===== src/rtl/board_pkg.sv =====
// Shared cell-state type, board geometry and colour constants for the
// board colouring stage and its cell memory.
package board_pkg;

    typedef enum logic [1:0] {
        EMPTY = 2'd0,
        SHIP  = 2'd1,
        HIT   = 2'd2,
        MISS  = 2'd3
    } cell_state_t;

    typedef enum logic {
        IDLE,
        CLEAR
    } sweep_state_t;

    localparam int BOARD_CELLS = 12;
    localparam int CELL_PX     = 32;
    localparam int LINE_PX     = 2;
    localparam int BOARD_PX    = 386;
    localparam int CELL_SHIFT  = $clog2(CELL_PX);
    localparam int RAM_DEPTH   = BOARD_CELLS * BOARD_CELLS;

    localparam logic [11:0] RGB_BLANK  = 12'h000;
    localparam logic [11:0] RGB_SHIP   = 12'h888;
    localparam logic [11:0] RGB_HIT    = 12'hF00;
    localparam logic [11:0] RGB_MISS   = 12'h00F;
    localparam logic [11:0] RGB_CURSOR = 12'hFF0;

    function automatic logic [7:0] cell_addr(input logic [3:0] col, input logic [3:0] row);
        return {4'd0, row} * 8'd12 + {4'd0, col};
    endfunction

    // Two-pixel frame hugging the inside of the grid lines on each side.
    function automatic logic is_frame(input logic [4:0] p);
        return p inside {5'd2, 5'd3, 5'd30, 5'd31};
    endfunction

endpackage


===== src/rtl/vga_if.sv =====
// VGA pixel-chain bus: pixel counters, syncs, blanking and 12-bit colour.
interface vga_if;
    logic [10:0] hcount;
    logic [10:0] vcount;
    logic        hsync;
    logic        vsync;
    logic        hblnk;
    logic        vblnk;
    logic [11:0] rgb;

    modport in  (input  hcount, vcount, hsync, vsync, hblnk, vblnk, rgb);
    modport out (output hcount, vcount, hsync, vsync, hblnk, vblnk, rgb);
endinterface


===== src/rtl/board_ram.sv =====
// 144 x 2-bit cell-state memory: one synchronous write port, one synchronous
// read port, read-first on a same-address collision.
module board_ram
    import board_pkg::*;
(
    input  logic        clk,
    input  logic        we,
    input  logic [7:0]  waddr,
    input  cell_state_t wdata,
    input  logic [7:0]  raddr,
    output cell_state_t rdata
);

    cell_state_t mem [RAM_DEPTH];

    always_ff @(posedge clk) begin
        if (we)
            mem[waddr] <= wdata;
        rdata <= mem[raddr];
    end

endmodule


===== src/rtl/draw_board.sv =====
// Colours board cell interiors from the cell-state memory, two-cycle pixel
// pipeline; optional cursor frame when BOARD_CURSOR_EN is defined.
module draw_board
    import board_pkg::*;
#(
    parameter int X_POS = 0,
    parameter int Y_POS = 0
) (
    input  logic       clk,
    input  logic       rst,
    vga_if.in          in,
    vga_if.out         out,
    input  logic       wr_req,
    input  logic [3:0] wr_x,
    input  logic [3:0] wr_y,
    input  logic [1:0] wr_state,
    output logic       wr_ack,
    input  logic       clr_req,
    output logic       busy
`ifdef BOARD_CURSOR_EN
    ,
    input  logic [3:0] cursor_x,
    input  logic [3:0] cursor_y
`endif
);

    logic [10:0] lx, ly;
    logic [3:0]  col, row;
    logic        interior, cursor_hit;
    logic [7:0]  pix_addr;

    always_comb begin
        lx  = in.hcount - 11'(X_POS);
        ly  = in.vcount - 11'(Y_POS);
        col = lx[CELL_SHIFT +: 4];
        row = ly[CELL_SHIFT +: 4];
        interior = (lx < 11'(BOARD_PX)) && (ly < 11'(BOARD_PX)) &&
                   (col < 4'(BOARD_CELLS)) && (row < 4'(BOARD_CELLS)) &&
                   (lx[CELL_SHIFT-1:0] >= 5'(LINE_PX)) &&
                   (ly[CELL_SHIFT-1:0] >= 5'(LINE_PX));
        pix_addr = interior ? cell_addr(col, row) : '0;
`ifdef BOARD_CURSOR_EN
        // col/row < 12 inside an interior, so out-of-range cursors never match.
        cursor_hit = interior && (col == cursor_x) && (row == cursor_y) &&
                     (is_frame(lx[CELL_SHIFT-1:0]) || is_frame(ly[CELL_SHIFT-1:0]));
`else
        cursor_hit = 1'b0;
`endif
    end

    sweep_state_t state;
    logic [7:0]   clr_addr;
    logic         ram_we;
    logic [7:0]   ram_waddr;
    cell_state_t  ram_wdata, ram_rdata;

    always_comb begin
        ram_we    = 1'b0;
        ram_waddr = clr_addr;
        ram_wdata = EMPTY;
        if (state == CLEAR) begin
            ram_we = 1'b1;
        end else if (!clr_req && wr_req &&
                     (wr_x < 4'(BOARD_CELLS)) && (wr_y < 4'(BOARD_CELLS))) begin
            ram_we    = 1'b1;
            ram_waddr = cell_addr(wr_x, wr_y);
            ram_wdata = cell_state_t'(wr_state);
        end
    end

    always_ff @(posedge clk or negedge rst) begin
        if (!rst) begin
            state    <= CLEAR;
            clr_addr <= '0;
            busy     <= 1'b1;
            wr_ack   <= 1'b0;
        end else begin
            wr_ack <= 1'b0;
            case (state)
                CLEAR: begin
                    if (clr_addr == 8'(RAM_DEPTH - 1)) begin
                        state <= IDLE;
                        busy  <= 1'b0;
                    end else begin
                        clr_addr <= clr_addr + 8'd1;
                    end
                end
                IDLE: begin
                    if (clr_req) begin
                        state    <= CLEAR;
                        clr_addr <= '0;
                        busy     <= 1'b1;
                    end else if (wr_req) begin
                        wr_ack <= 1'b1;
                    end
                end
                default: state <= CLEAR;
            endcase
        end
    end

    board_ram u_ram (
        .clk   (clk),
        .we    (ram_we),
        .waddr (ram_waddr),
        .wdata (ram_wdata),
        .raddr (pix_addr),
        .rdata (ram_rdata)
    );

    logic [10:0] s1_hcount, s1_vcount;
    logic        s1_hsync, s1_vsync, s1_hblnk, s1_vblnk;
    logic [11:0] s1_rgb;
    logic        s1_interior, s1_cursor, s1_blank, s1_force_empty;

    always_ff @(posedge clk or negedge rst) begin
        if (!rst) begin
            s1_hcount      <= '0;
            s1_vcount      <= '0;
            s1_hsync       <= 1'b0;
            s1_vsync       <= 1'b0;
            s1_hblnk       <= 1'b0;
            s1_vblnk       <= 1'b0;
            s1_rgb         <= '0;
            s1_interior    <= 1'b0;
            s1_cursor      <= 1'b0;
            s1_blank       <= 1'b0;
            s1_force_empty <= 1'b0;
        end else begin
            s1_hcount      <= in.hcount;
            s1_vcount      <= in.vcount;
            s1_hsync       <= in.hsync;
            s1_vsync       <= in.vsync;
            s1_hblnk       <= in.hblnk;
            s1_vblnk       <= in.vblnk;
            s1_rgb         <= in.rgb;
            s1_interior    <= interior;
            s1_cursor      <= cursor_hit;
            s1_blank       <= in.hblnk | in.vblnk;
            // RAM holds stale or undefined data until the sweep finishes.
            s1_force_empty <= (state == CLEAR);
        end
    end

    cell_state_t shown;
    logic [11:0] pix_rgb;

    always_comb begin
        shown   = s1_force_empty ? EMPTY : ram_rdata;
        pix_rgb = s1_rgb;
        if (s1_blank) begin
            pix_rgb = RGB_BLANK;
        end else if (s1_cursor) begin
            pix_rgb = RGB_CURSOR;
        end else if (s1_interior) begin
            case (shown)
                SHIP:    pix_rgb = RGB_SHIP;
                HIT:     pix_rgb = RGB_HIT;
                MISS:    pix_rgb = RGB_MISS;
                default: pix_rgb = s1_rgb;
            endcase
        end
    end

    always_ff @(posedge clk or negedge rst) begin
        if (!rst) begin
            out.hcount <= '0;
            out.vcount <= '0;
            out.hsync  <= 1'b0;
            out.vsync  <= 1'b0;
            out.hblnk  <= 1'b0;
            out.vblnk  <= 1'b0;
            out.rgb    <= '0;
        end else begin
            out.hcount <= s1_hcount;
            out.vcount <= s1_vcount;
            out.hsync  <= s1_hsync;
            out.vsync  <= s1_vsync;
            out.hblnk  <= s1_hblnk;
            out.vblnk  <= s1_vblnk;
            out.rgb    <= pix_rgb;
        end
    end

endmodule


===== src/flat_wrapper.sv =====
// flat-port wrapper written by rule: the top's interface ports become plain ports
module draw_board_flat import board_pkg::*;
#(
    parameter int X_POS = 0,
    parameter int Y_POS = 0
)
  (clk, rst, wr_req, wr_x, wr_y, wr_state, wr_ack, clr_req, busy, in_hcount, in_vcount, in_hsync, in_vsync, in_hblnk, in_vblnk, in_rgb, out_hcount, out_vcount, out_hsync, out_vsync, out_hblnk, out_vblnk, out_rgb);
  vga_if in_i ();
  vga_if out_i ();
  input  logic clk;
  input  logic rst;
  input  logic wr_req;
  input  logic [3:0] wr_x;
  input  logic [3:0] wr_y;
  input  logic [1:0] wr_state;
  output logic wr_ack;
  input  logic clr_req;
  output logic busy;
  input wire logic [$bits(in_i.hcount)-1:0] in_hcount;
  input wire logic [$bits(in_i.vcount)-1:0] in_vcount;
  input wire logic [$bits(in_i.hsync)-1:0] in_hsync;
  input wire logic [$bits(in_i.vsync)-1:0] in_vsync;
  input wire logic [$bits(in_i.hblnk)-1:0] in_hblnk;
  input wire logic [$bits(in_i.vblnk)-1:0] in_vblnk;
  input wire logic [$bits(in_i.rgb)-1:0] in_rgb;
  output wire logic [$bits(out_i.hcount)-1:0] out_hcount;
  output wire logic [$bits(out_i.vcount)-1:0] out_vcount;
  output wire logic [$bits(out_i.hsync)-1:0] out_hsync;
  output wire logic [$bits(out_i.vsync)-1:0] out_vsync;
  output wire logic [$bits(out_i.hblnk)-1:0] out_hblnk;
  output wire logic [$bits(out_i.vblnk)-1:0] out_vblnk;
  output wire logic [$bits(out_i.rgb)-1:0] out_rgb;
  assign in_i.hcount = in_hcount;
  assign in_i.vcount = in_vcount;
  assign in_i.hsync = in_hsync;
  assign in_i.vsync = in_vsync;
  assign in_i.hblnk = in_hblnk;
  assign in_i.vblnk = in_vblnk;
  assign in_i.rgb = in_rgb;
  assign out_hcount = out_i.hcount;
  assign out_vcount = out_i.vcount;
  assign out_hsync = out_i.hsync;
  assign out_vsync = out_i.vsync;
  assign out_hblnk = out_i.hblnk;
  assign out_vblnk = out_i.vblnk;
  assign out_rgb = out_i.rgb;
  draw_board #(.X_POS(X_POS), .Y_POS(Y_POS)) u_core (.clk(clk), .rst(rst), .in(in_i), .out(out_i), .wr_req(wr_req), .wr_x(wr_x), .wr_y(wr_y), .wr_state(wr_state), .wr_ack(wr_ack), .clr_req(clr_req), .busy(busy));
endmodule

===== config.mk =====
export PLATFORM = sky130hd
export DESIGN_NAME = draw_board_flat
export DESIGN_NICKNAME = d
export VERILOG_FILES = /design/src/rtl/board_pkg.sv /design/src/rtl/vga_if.sv /design/src/rtl/board_ram.sv /design/src/rtl/draw_board.sv /design/src/flat_wrapper.sv
export SDC_FILE = /design/constraint.sdc
export NUM_CORES = 1
export LEC_CHECK = 0
export ABC_AREA = 1
export BUFFER_PORTS_ARGS = -buffer_cell sky130_fd_sc_hd__buf_2
export CAP_MARGIN = 20
export CORE_MARGIN = 1
export CORE_UTILIZATION = 43
export CTS_CLUSTER_SIZE = 8
export DETAILED_ROUTE_END_ITERATION = 10
export GPL_ROUTABILITY_DRIVEN = 0
export PLACE_DENSITY = 0.7
export SLEW_MARGIN = 20
export SYNTH_ARGS = -nofsm -noshare
export SYNTH_HDL_FRONTEND = slang
export SYNTH_SLANG_ARGS = --single-unit

===== constraint.sdc =====
create_clock -name clk -period 10.45 [get_ports clk]
set_input_delay 2.09 -clock clk [delete_from_list [all_inputs] [get_ports clk]]
set_output_delay 2.09 -clock clk [all_outputs]
set_load 0.05 [all_outputs]

Word-level counts from Yosys, hierarchy flattened

Memory sizes are Yosys's and may differ from the RTL's. A register that Yosys moved wholly into a read port is not among the register bits.
Cells that the tools add are included.

Logic and storage cells: 80
Input bits: 52
Bits in latches: 0
Register bits: 90
Memories: 1
Memory bits (read-only): 0
Memory bits (writable): 288
Output and inout port bits: 40

Memories:

| memory           | depth | bits a word | read ports | clocked after Yosys merged registers in | wr ports | RTL line        | source |
|---|---|---|---|---|---|---|---|
| u_core.u_ram.mem | 144   | 2           | 1          | 1                                       | 1        | board_ram.sv:14 | `cell_state_t mem [RAM_DEPTH];` |

Divide/modulo/power cells: 0
Mux-type cells: 25
Reductions and logical operators: 11
Bitwise logic cells: 2
$lt $le $gt $ge: 8
Equality and inequality tests: 7
Shift-type cells: 0
$add $sub $neg: 3
Multipliers: 2

Operator list:

| operator            | count |
|---|---|
| $mux 8              | 5 |
| $pmux 12 s3         | 1 |
| $mux 12             | 2 |
| $lt 11x9->1 const B | 2 |
| $add 8x4->8         | 2 |
| $lt 4x4->1 const B  | 4 |
| $pmux 8 s2          | 1 |
| $mul 4x2->6 const B | 2 |
| $mux 1              | 11 |
| $ge 5x2->1 const B  | 2 |
| $add 8x1->8 const B | 1 |
| $eq 8x8->1 const B  | 1 |
| $logic_and 1x1->1   | 8 |
| $mux 2              | 3 |
| $ne 2x2->1 const B  | 3 |
| $eq 2x2->1 const B  | 2 |
| $pmux 1 s2          | 2 |
| $reduce_and 2->1    | 2 |
| $eq 2x1->1 const B  | 1 |
| $logic_not 1->1     | 1 |
| $not 1->1           | 1 |
| $or 1x1->1          | 1 |

Depth between registers and ports, before layout

Gate-level depths: netlist of the first run.

Depth in word-level cells: 8
Depth in mapped cells: 17
Gate-level depth less buffers: 16

Modules after synthesis

Synthesis of the first run repeated with hierarchy kept, for this count alone.

Cells, all modules: 1,486
Area total of the unflattened synthesis: 15,976.6 sq um

Modules (own cells, without submodules):

| module     | cells each | area an instance (sq um) | instances | seq. area each (sq um) |
|---|---|---|---|---|
| board_ram  | 1,164      | 12,451.9                 | 1         | 8,688.3 |
| draw_board | 322        | 3,524.6                  | 1         | 2,254.7 |

Worst setup path after synthesis of the first run

No wires, ideal clock.

Kind: input port to flip-flop
Start: in wr_y[2]
End: mem u_core.u_ram.mem[0][0] (netlist bit) (data pin)
Buffers on the path: 0
Arrival: 6,029 ps
Stages on the path: 6
Required time: 9,574 ps
Setup time: 876 ps
Setup slack: 3,545 ps
Path through: ha_1 -> inv_2 -> nand4_1 -> inv_1 -> nand2_1 -> nor2_1

Longest elaborated chain between the ends: 4

RTL lines:

| item                    | RTL line           | source |
|---|---|---|
| from (decl)             | flat_wrapper.sv:14 | `input logic [3:0] wr_y;` |
| $lt 4x4->1              | draw_board.sv:64   | `(wr_x < 4'(BOARD_CELLS)) && (wr_y < 4'(BOARD_CELLS))) begin` |
| $logic_and 1x1->1       | draw_board.sv:64   |  |
| $mux 2                  | draw_board.sv:63   | `end else if (!clr_req && wr_req &&` |
| $mux 2                  | draw_board.sv:61   | `if (state == CLEAR) begin` |
| net u_core.ram_wdata[0] | draw_board.sv:55   | `cell_state_t ram_wdata, ram_rdata;` |
| to (decl)               | board_ram.sv:14    |  |

The timed path passes the listed nets, and every way through them passes these cells.

Worst setup path in the final report of the first run

Start: in in_hcount[4]
End: reg u_core.u_ram.rdata[1] (read register of u_core.u_ram.mem)

Longest elaborated chain between the ends: 7
Elaborated cells on any way between the ends: 8
Classes of those cells: order compare (2); mux (1); reduce/logical (5)

RTL lines:

| item                            | RTL line           | source |
|---|---|---|
| from (decl)                     | flat_wrapper.sv:19 | `input wire logic [$bits(in_i.hcount)-1:0] in_hcount;` |
| $lt 11x9->1                     | draw_board.sv:37   | `interior = (lx < 11'(BOARD_PX)) && (ly < 11'(BOARD_PX)) &&` |
| $logic_and 1x1->1 (2 in series) | draw_board.sv:37   |  |
| $logic_and 1x1->1               | draw_board.sv:38   | `(col < 4'(BOARD_CELLS)) && (row < 4'(BOARD_CELLS)) &&` |
| $logic_and 1x1->1 (*)           | draw_board.sv:38   |  |
| $logic_and 1x1->1 (*)           | draw_board.sv:39   | `(lx[CELL_SHIFT-1:0] >= 5'(LINE_PX)) &&` |
| $mux 8 (*)                      | draw_board.sv:41   | `pix_addr = interior ? cell_addr(col, row) : '0;` |
| to (decl)                       | board_ram.sv:11    | `output cell_state_t rdata` |

Mark *: on every way between the ends. The rest lies on a longest branch, timed or not.
A chain may end at the register's enable or synchronous reset.

==> metrics.md, run 1 <==
| Metric | Value |
|---|---|
| Synth Area per Inst | a little over 10 sq um |
| Antenna violations before repair | 0 |
| Row cnt | 72 |
| Setup crit start kind | primary input |
| # DRC | 0 |
| IO buf count | between 90 and 100 |
| Post-Syn Area | ~17,000 sq um |
| Post-CTS Setup Repair Bufs | 0 |
| Max-slew violations | 0 |
| Routed vias/inst | 5.38 |
| Worst IR Drop VDD | roughly 0.00012 V |
| Most frequent cells in the layout | edfxtp_1 (288), nand2_1 (244), inv_1 (240), nand3_1 (240), nor2_1 (209) |
| Post-synth cell types | 37 |
| Drt wl/cell | around 18 microns |
| First-pass GRT wire length | 64,800 microns |
| CORE AREA | slightly below 40,000 sq um |
| HP Class | flop to flop |
| Clock Tree Root | clkbuf_16 |
| Final ANT Viol Nets | 0 |
| Overall Power | 3.68 mW |
| CTS max path bufs | 3 |
| Worst skew pair latency | between 0.5 and 0.6 ns |
| Outcome | completed |
| Register area share after synthesis | 65.2% |
| Non-filler cells, final | 2,259 |
| Critical path's slowest cell | inv_2 |
| Critical path buffers and inverters | 4 |
| # diodes | 0 |
| Area growth syn-to-layout | 14.0% |
| Global route overflow | 0 |
| CTS tree | built |
| Die ar. | about 40,000 sq um |
| Clock skew | around 0.012 ns |
| Critical path class | primary input to flop |
| Post-synthesis cell count | 1,638 |
| Die W | between 150 and 200 microns |
| Most Frequent Cell on Critical Path | nand3_1 |
| Measured slew at the worst slew-check pin | between 1 and 1.5 ns |
| Post-DP HPWL | 24,400 microns |
| DRT Wirelength | between 40,000 and 50,000 microns |
| Total negative setup slack | 0 ns |
| Tmin final | roughly 5.7 ns |
| Yosys warning count | 0 |
| GR Util All Layers | a little over a fifth |
| Largest net degree at the start of global routing | 102 |
| Chip height | around 200 microns |
| Clk slew on worst S/H paths | 0.05 ns |
| Slew HR | about a quarter |
| H-Tree Depth | 2 |
| Cell family with most CP delay | buffers and inverters |
| CP max FO | 53 |
| Worst EP required | around 11 ns |
| Fraction of layout instances using a drive strength above 1 | a little under an eighth |
| Vias | 12,100 |
| Pleak | 8.03 nW |
| Post-CTS Resized | 0 |
| Pre-CTS setup slack | 3.83 ns |
| Worst setup margin | 4.78 ns |
| Final period util | a little over half |
| # setup viols final | 0 |
| Mapped Nets | 1,712 |
| Fmax | 176 MHz |
| CTS buffer count | 53 |
| Post-synth ARST share | around a quarter |
| Clock sink count | 380 |
| RSZ-0062 raised after global routing | no |
| Final Hold Violating Endpoints | 0 |
| Critical Path, Cell by Cell | buf_2, nor2_1, nand2_1, nand2_1, inv_2, buf_4, nand3_4, inv_2, nand2_1, nand3_1, nand3_1, nand3_1, nand3_1, nand3_1, nand3_1, nand3_1, nand2_1 |
| Initial Utilization | between 40% and 50% |
| Post-synth EDFFs | about 290 |
| CTS hold repair buffers | 0 |
| WP data arrival | between 6 and 7 ns |
| # IOs | between 90 and 100 |
| Layout net count | approximately 1,800 |
| Number of max-cap violations | 0 |
| Most common cell after layout, fill and taps aside | edfxtp_1 |
| Vias in the first global route | roughly 12,000 |
| DR iter-0 viols | roughly 1,300 |
| Placed cells | about 2,200 |
| Predominant post-synthesis flop cell | edfxtp_1 |
| Detailed Routing Iterations Pass 1 | 5 |
| Post-synthesis register bit count | 380 |
| Largest stage delay on the critical path | 0.82 ns |
| Worst Setup End Kind | flop |
| Power Density | a little under 200 nW/um^2 |
state kept, by name, indices dropped and copies added, names as in the netlist, 2 cells and up:
signal,flops
u_core.u_ram.mem,288
u_core.out.rgb,12
u_core.s1_rgb,12
u_core.out.hcount,11
u_core.out.vcount,11
u_core.s1_hcount,11
u_core.s1_vcount,11
u_core.clr_addr,8
u_core.u_ram.rdata,2
per-layer routing:
layer	track usage [%]	routed length, microns
met2	35.8	19900
met5	0	0
met3	3.85	3320
met1	27.3	17100
met4	7.72	1480
area by class of cell:
type                    instances  area [sq um]
inverters                     250           940
well taps                     518           648
multi-input cells             923          4570
clock inverters                 1          30.0
clock buffers                  83          1440
repair buffers                104           571
flip-flops and latches        380         10900
fillers                      3439         19400
through the flow:
stage               util, %  hold WS (ns)  instance area (sq um)
finish                 49.6         0.342                  19100
CTS                    49.6         0.344                  19100
floorplan                 -         0.331                  16800
global placement       45.8         0.331                  17600
global route           49.6         0.346                  19100
detailed placement     45.8         0.335                  17600
final timing paths:
kind	startpoint	endpoint	slack (ns)	cells past startpoint
setup / recovery	in_hcount[4]	u_core.u_ram.rdata[1]	4.78	17
hold / removal	u_core.s1_vcount[4]	u_core.out.vcount[4]	0.34	0
setup reg to reg	u_core.state	u_core.u_ram.mem[122][1]	7.58	6
hold reg to reg	u_core.s1_vcount[4]	u_core.out.vcount[4]	0.34	0
max in group asynchronous	rst	u_core.out.hcount[9]	7.95	2
min in group asynchronous	rst	u_core.clr_addr[7]	1.45	1
cells in the mapped netlist, drive strengths merged, types with 7 or more instances:
| cell type | n | share of area, % |
|---|---|---|
| nor3 | 9 | 0.36 |
| or2 | 19 | 0.71 |
| a21oi | 11 | 0.33 |
| edfxtp | 288 | 52 |
| nor2 | 213 | 4.9 |
| xor2 | 7 | 0.37 |
| o21ai | 34 | 1.1 |
| ha | 18 | 1.3 |
| nand4 | 88 | 3.3 |
| dfrtp | 88 | 13 |
| buf | 47 | 1.4 |
| nand3 | 243 | 7.3 |
| clkbuf | 38 | 0.85 |
| nand2 | 248 | 5.6 |
| inv | 249 | 5.6 |
kinds of logic after synthesis:
logic type               synth area share, %
AO/OA/AOI/OAI                           2.36
XOR/XNOR                               0.522
adder cells (fa/ha/maj)                 1.82
buffers and inverters                   7.80
flip-flops                              65.2
multiplexers                           0.239
AND/OR/NAND/NOR                         22.1
where the power goes:
group          switching, mW  leakage [nW]  internal (mW)
Clock                  0.594         0.703          0.949
Combinational          0.347          3.42         0.0872
Sequential            0.0253          3.90           1.67
(Power assumes the default switching activity.)
==> run 2, diff against run 1 <==
--- a/config.mk
+++ b/config.mk
@@ -13,7 +13,7 @@
 export CTS_CLUSTER_SIZE = 8
 export DETAILED_ROUTE_END_ITERATION = 10
 export GPL_ROUTABILITY_DRIVEN = 0
-export PLACE_DENSITY = 0.7
+export PLACE_DENSITY = 0.72
 export SLEW_MARGIN = 20
 export SYNTH_ARGS = -nofsm -noshare
 export SYNTH_HDL_FRONTEND = slang
==> constraint.sdc (replaced) <==
create_clock -name clk -period 4.85 [get_ports clk]
set_input_delay 0.97 -clock clk [delete_from_list [all_inputs] [get_ports clk]]
set_output_delay 0.97 -clock clk [all_outputs]
set_load 0.05 [all_outputs]
==> run 2 against run 1 <==
Global-route usage fell by 0.80 points. First-iteration DRC count decreased by 8.9%. Die area is the same. Register-to-register slack worse by 5.7 ns. Clock skew increased by 0.010 ns. Flip-flop and latch count did not move. Sequential power increased by 120%. Count of clock-buffer cells in the layout fell by 12. Critical path depth shrank 4. Core utilization grew 0.14 points. Critical path type unchanged. Critical endpoint is now u_core.u_ram.mem[140][0]. Largest cell class unchanged.
==> metrics.md, run 2 (synthesis gave the netlist of run 1 again) <==
| Metric | Value |
|---|---|
| Clock skew | 0.0221 ns (+0.00999 ns) |
| Worst skew pair latency | 0.57 ns (+0.02 ns) |
| Fraction of layout instances using a drive strength above 1 | 11.8% (+0.39 points) |
| GR Util All Layers | 20.4% (-0.80 points) |
| Worst EP required | 5.09 ns (-5.80 ns) |
| IO buf count | 91 (unchanged) |
| Routed vias/inst | 5.35 (-0.53%) |
| Power Density | 411 nW/um^2 (+110%) |
| Vias | 12,100 (-0.80%) |
| Die W | 200 microns (unchanged) |
| Global route overflow | 0 (unchanged) |
| Measured slew at the worst slew-check pin | 0.913 ns (-0.195 ns) |
| First-pass GRT wire length | 62,500 microns (-3.6%) |
| Biggest register | u_core.u_ram.mem |
| Antenna violations before repair | 0 (unchanged) |
| Pleak | 8.06 nW (+0.43%) |
| Chip height | 200 microns (unchanged) |
| Worst Setup End Kind | flop |
| Slew HR | 39.0% (+13 points) |
| # IOs | 92 (unchanged) |
| CP max FO | 16 (-70%) |
| Setup crit start kind | primary input |
| CTS hold repair buffers | 0 (unchanged) |
| Final Hold Violating Endpoints | 0 (unchanged) |
| Final hold slack | 0.345 ns (+0.00219 ns) |
| Tmin final | approximately 3.5 ns |
| Number of max-cap violations | 0 (unchanged) |
| DRT Wirelength | 40,500 microns (-3.0%) |
| Layout net count | 1,789 (+0.17%) |
| Max-slew violations | 0 (unchanged) |
| Final core utilization | 49.8% (+0.14 points) |
| Initial Utilization | 43.5% (unchanged) |
| Most common cell after layout, fill and taps aside | edfxtp_1 |
| Fmax | approximately 280 MHz |
| Number of flip-flops under the largest register name | 288 (unchanged) |
| Post-DP HPWL | 23,300 microns (-4.5%) |
| Clock sink count | 380 (unchanged) |
| Clk slew on worst S/H paths | 0.05 ns (about the same) |
| Most frequent cells in the layout | edfxtp_1 (288), nand2_1 (244), inv_1 (240), nand3_1 (240), nor2_1 (209) |
| H-Tree Depth | 2 (unchanged) |
| Detailed Routing Iterations Pass 1 | 5 (unchanged) |
| Post-CTS Resized | 0 (unchanged) |
| HP Class | flop to flop |
| Area growth syn-to-layout | 14.3% |
| Fin area | 19,200 sq um (+0.29%) |
| Die ar. | 39,800 sq um (unchanged) |
| CTS max path bufs | 3 (unchanged) |
| Vias in the first global route | 11,800 (-1.6%) |
| Drt wl/cell | 18.0 microns (-2.7%) |
| # setup viols final | 0 (unchanged) |
| # diodes | 0 (unchanged) |
| Row cnt | 72 (unchanged) |
| WP data arrival | 3.77 ns (-2.34 ns) |
| Worst IR Drop VDD | 0.000277 V (+130%) |
| Largest registers | u_core.u_ram.mem x288, u_core.out.rgb x12, u_core.s1_rgb x12 |
| Pre-CTS setup slack | 0.781 ns (-3.04 ns) |
| Total negative setup slack | 0 ns (unchanged) |
| Final ANT Viol Nets | 0 (unchanged) |
| Largest net degree at the start of global routing | 145 (+42%) |
| Post-CTS Setup Repair Bufs | 0 (unchanged) |
| # DRC | 0 (unchanged) |
| CTS tree | built |
| Critical path class | primary input to flop |
| Outcome | completed |
| Worst setup margin | 1.32 ns (-3.45 ns) |
| Clock Tree Root | clkbuf_16 |
| CTS buffer count | 53 (unchanged) |
| RSZ-0062 raised after global routing | no |
| Final period util | between 70% and 80% |
| DR iter-0 viols | 1,212 (-8.9%) |
| Dpl cell area | 17,700 sq um (+0.45%) |
| CORE AREA | 38,600 sq um (unchanged) |
==> run 2: path summary, 6_finish.rpt <==
path                                 start                        to  cells after the start  slack [ns]
hold / removal             u_core.s1_hblnk          u_core.out.hblnk                      0        0.34
hold reg to reg            u_core.s1_hblnk          u_core.out.hblnk                      0        0.34
setup / recovery                   wr_y[1]  u_core.u_ram.mem[140][0]                     13        1.32
max in group asynchronous              rst       u_core.s1_vcount[5]                      1        3.85
min in group asynchronous              rst       u_core.s1_hcount[3]                      1        0.46
setup reg to reg              u_core.state  u_core.u_ram.mem[117][0]                      8        1.90
==> run 2: metrics by stage <==
step                      instances  power [mW]
after global routing           2253        8.14
after detailed placement       2178        4.62
final                          2253        7.89
after floorplan                1638        4.28
after CTS                      2253        7.91
after global placement         2178        4.60
==> run 2: metal layers <==
layer / vias to the layer above / wire [microns] / GRT usage (%)
met1: 5777 / 15900 / 25.3
met4: 0 / 1400 / 8.26
met3: 94 / 3830 / 4.05
li1: 5614 / - / -
met2: 565 / 19400 / 35.0
met5: - / 0 / 0
==> run 2: area by class of cell <==
type                       count  area (sq um)
multi-input combinational    923          4570
fill                        3415         19400
tap                          518           648
clock buffer                  71          1390
inverter                     250           938
timing repair buffer         107           634
clock inverter                 4          67.6
sequential                   380         10900
==> run 2: report_power, final <==
| part | internal [mW] | switching, mW | total [mW] |
|---|---|---|---|
| Sequential | 3.61 | 0.0556 | 3.66 |
| Clock | 2.02 | 1.29 | 3.31 |
| Combinational | 0.188 | 0.731 | 0.919 |
| Total | 5.82 | 2.08 | 7.89 |
==> run 2: critical path: stages <==
cell and delay (ns):
buf_2 0.13, ha_1 0.21, fa_1 0.54, inv_1 0.07, a21oi_1 0.19, inv_1 0.07
nor2_1 0.13, o21ai_0 0.08, o21ai_0 0.16, inv_1 0.10, nor2_1 0.20, nand3_1 0.52
nor2_1 0.39
==> run 3, diff against run 2 <==
==> constraint.sdc (replaced) <==
create_clock -name clk -period 2.95 [get_ports clk]
set_input_delay 0.59 -clock clk [delete_from_list [all_inputs] [get_ports clk]]
set_output_delay 0.59 -clock clk [all_outputs]
set_load 0.05 [all_outputs]
==> run 3 against run 2 <==
Sequential power is 64% higher. Cell area is 4.2% higher. Wire length is 3.1% higher. Largest cell class unchanged.
==> metrics.md, run 3 (synthesis gave the netlist of run 1 again) <==
| Metric | Value |
|---|---|
| Outcome | completed |
| Post-CTS Resized | 0 (unchanged) |
| Clk slew on worst S/H paths | 0.05 ns (about the same) |
| Met3 routed WL | 3590 microns (-6.2%) |
| Clock sink count | 380 (unchanged) |
| DRT Wirelength | 41,700 microns (+3.1%) |
| DR iter-0 viols | 1,141 (-5.9%) |
| R2r startpoint | u_core.state |
| Post-DP HPWL | 25,200 microns (+8.2%) |
| Number of max-cap violations | 0 (unchanged) |
| Critical path class | primary input to flop |
| Routed vias/inst | 5.39 (+0.73%) |
| Area growth syn-to-layout | 19.1% |
| Pleak | 8.50 nW (+5.4%) |
| # setup viols final | 0 (unchanged) |
| Metal-1 WL | 16,900 microns (+6.8%) |
| Final period util | between 90% and 100% |
| Fin area | 20,000 sq um (+4.2%) |
| Final hold slack | 0.0271 ns (-0.318 ns) |
| CTS buffer count | 53 (unchanged) |
| WP data arrival | 3.02 ns (-0.75 ns) |
| Vias in the first global route | 12,400 (+5.2%) |
| Power Density | 664 nW/um^2 (+61%) |
| Fraction of layout instances using a drive strength above 1 | 15.2% (+3.4 points) |
| Slew HR | 48.7% (+9.7 points) |
| Drt wl/cell | 18.0 microns (about the same) |
| RR Endpoint | u_core.u_ram.mem[142][0] |
| Met2 wire length | 19,800 microns (+2.2%) |
| IO buf count | 91 (unchanged) |
| Largest registers | u_core.u_ram.mem x288, u_core.out.rgb x12, u_core.s1_rgb x12 |
| CTS hold repair buffers | 0 (unchanged) |
| Final ANT Viol Nets | 0 (unchanged) |
| Chip height | 200 microns (unchanged) |
| Number of flip-flops under the largest register name | 288 (unchanged) |
| Worst IR Drop VDD | 0.000394 V (+42%) |
| Pre-CTS setup slack | -0.346 ns (-1.13 ns) |
| Worst Setup End Kind | flop |
| CTS max path bufs | 3 (unchanged) |
| Tmin final | ~2.8 ns |
| Reg2reg setup slack | 0.40 ns (-1.50 ns) |
| CORE AREA | 38,600 sq um (unchanged) |
| Most frequent cells in the layout | edfxtp_1 (288), nand2_1 (244), inv_1 (240), nand3_1 (240), nor2_1 (208) |
| Most common cell after layout, fill and taps aside | edfxtp_1 |
| Max-slew violations | 0 (unchanged) |
| RSZ-0062 raised after global routing | no |
| Die ar. | 39,800 sq um (unchanged) |
| CP max FO | 8 (-8) |
| # IOs | 92 (unchanged) |
| DR top layer | met4 |
| Measured slew at the worst slew-check pin | 0.770 ns (-0.143 ns) |
| Dpl cell area | 18,500 sq um (+4.5%) |
| Clock Tree Root | clkbuf_16 |
| Layout net count | 1,857 (+3.8%) |
| Largest net degree at the start of global routing | 145 (unchanged) |
| Clock skew | 0.0113 ns (-0.0108 ns) |
| GR Util All Layers | 21.3% (+0.85 points) |
| Biggest register | u_core.u_ram.mem |
| Overall Power | 13.3 mW (+68%) |
| Vias | 12,500 (+3.8%) |
| Antenna violations before repair | 0 (unchanged) |
| Detailed Routing Iterations Pass 1 | 6 (+1) |
| Worst setup margin | 0.182 ns (-1.14 ns) |
| Row cnt | 72 (unchanged) |
| Worst setup endpoint | u_core.u_ram.mem[40][1] |
| Critical path startpoint | wr_y[0] |
| Die W | 200 microns (unchanged) |
| Filler Cells Inserted | 3,277 (-4.0%) |
| Initial Utilization | 43.5% (unchanged) |
| First-pass GRT wire length | 64,800 microns (+3.7%) |
| Fmax | approximately 360 MHz |
| CTS tree | built |
| FF-to-FF path depth | 8 (unchanged) |
| Worst skew pair latency | 0.56 ns (about the same) |
| # diodes | 0 (unchanged) |
| Worst EP required | 3.21 ns (-1.88 ns) |
| # DRC | 0 (unchanged) |
| HP Class | primary input to asynchronous set/reset pin |
| Global route overflow | 0 (unchanged) |
| Setup crit start kind | primary input |
| Final Hold Violating Endpoints | 0 (unchanged) |
| Post-CTS Setup Repair Bufs | 0 (unchanged) |
| H-Tree Depth | 2 (unchanged) |
-- run 3: area by class of cell --
type / instances / area, sq um / share of cell area (%)
sequential: 380 / 10900 / 54.7
timing repair buffer: 175 / 1430 / 7.15
clock inverter: 2 / 12.5 / 0.0626
clock buffer: 74 / 1460 / 7.29
inverter: 250 / 938 / 4.69
multi-input combinational: 923 / 4570 / 22.8
tap: 518 / 648 / 3.24
-- run 3: worst max-delay path, stage by stage --
cell and delay (ns):
buf_2 0.11, ha_1 0.22, fa_1 0.51, inv_1 0.06, a21oi_1 0.15, buf_4 0.13, nor2_1 0.03, o21ai_0 0.13
o21ai_0 0.18, buf_4 0.19, nor2_1 0.21, nand2_1 0.13, buf_4 0.20, nor2_1 0.18
-- run 3: worst min path at each step --
stage	from	to	slack, ns	depth (start not counted)
floorplan	rst	u_core.clr_addr[0]	0.29	0
global placement	u_core.s1_vcount[1]	u_core.out.vcount[1]	0.33	0
detailed placement	u_core.s1_hblnk	u_core.out.hblnk	0.33	0
CTS	rst	u_core.out.vsync	0.05	1
global route	rst	u_core.out.vsync	0.08	1
finish	rst	u_core.out.hcount[2]	0.03	1
-- run 3: power breakdown --
group / switching [mW] / internal, mW / total, mW
registers: 0.0967 / 5.93 / 6.02
clock network: 2.10 / 3.35 / 5.45
logic: 1.25 / 0.543 / 1.80
-- run 3: stage by stage --
stage / util [%] / TNS, ns / cells
finish: 51.9 / 0 / 2322
global placement: 48.1 / -74.43 / 2246
floorplan: - / -254.53 / 1638
detailed placement: 48.1 / -81.92 / 2246
global route: 51.9 / 0 / 2322
CTS: 51.9 / 0 / 2322
-- run 3: routing by layer --
layer | vias to the layer above | track usage (%)
met5 | - | 0
met4 | 0 | 8.26
met3 | 119 | 3.70
met2 | 592 | 36.4
met1 | 6040 | 26.9
li1 | 5759 | -
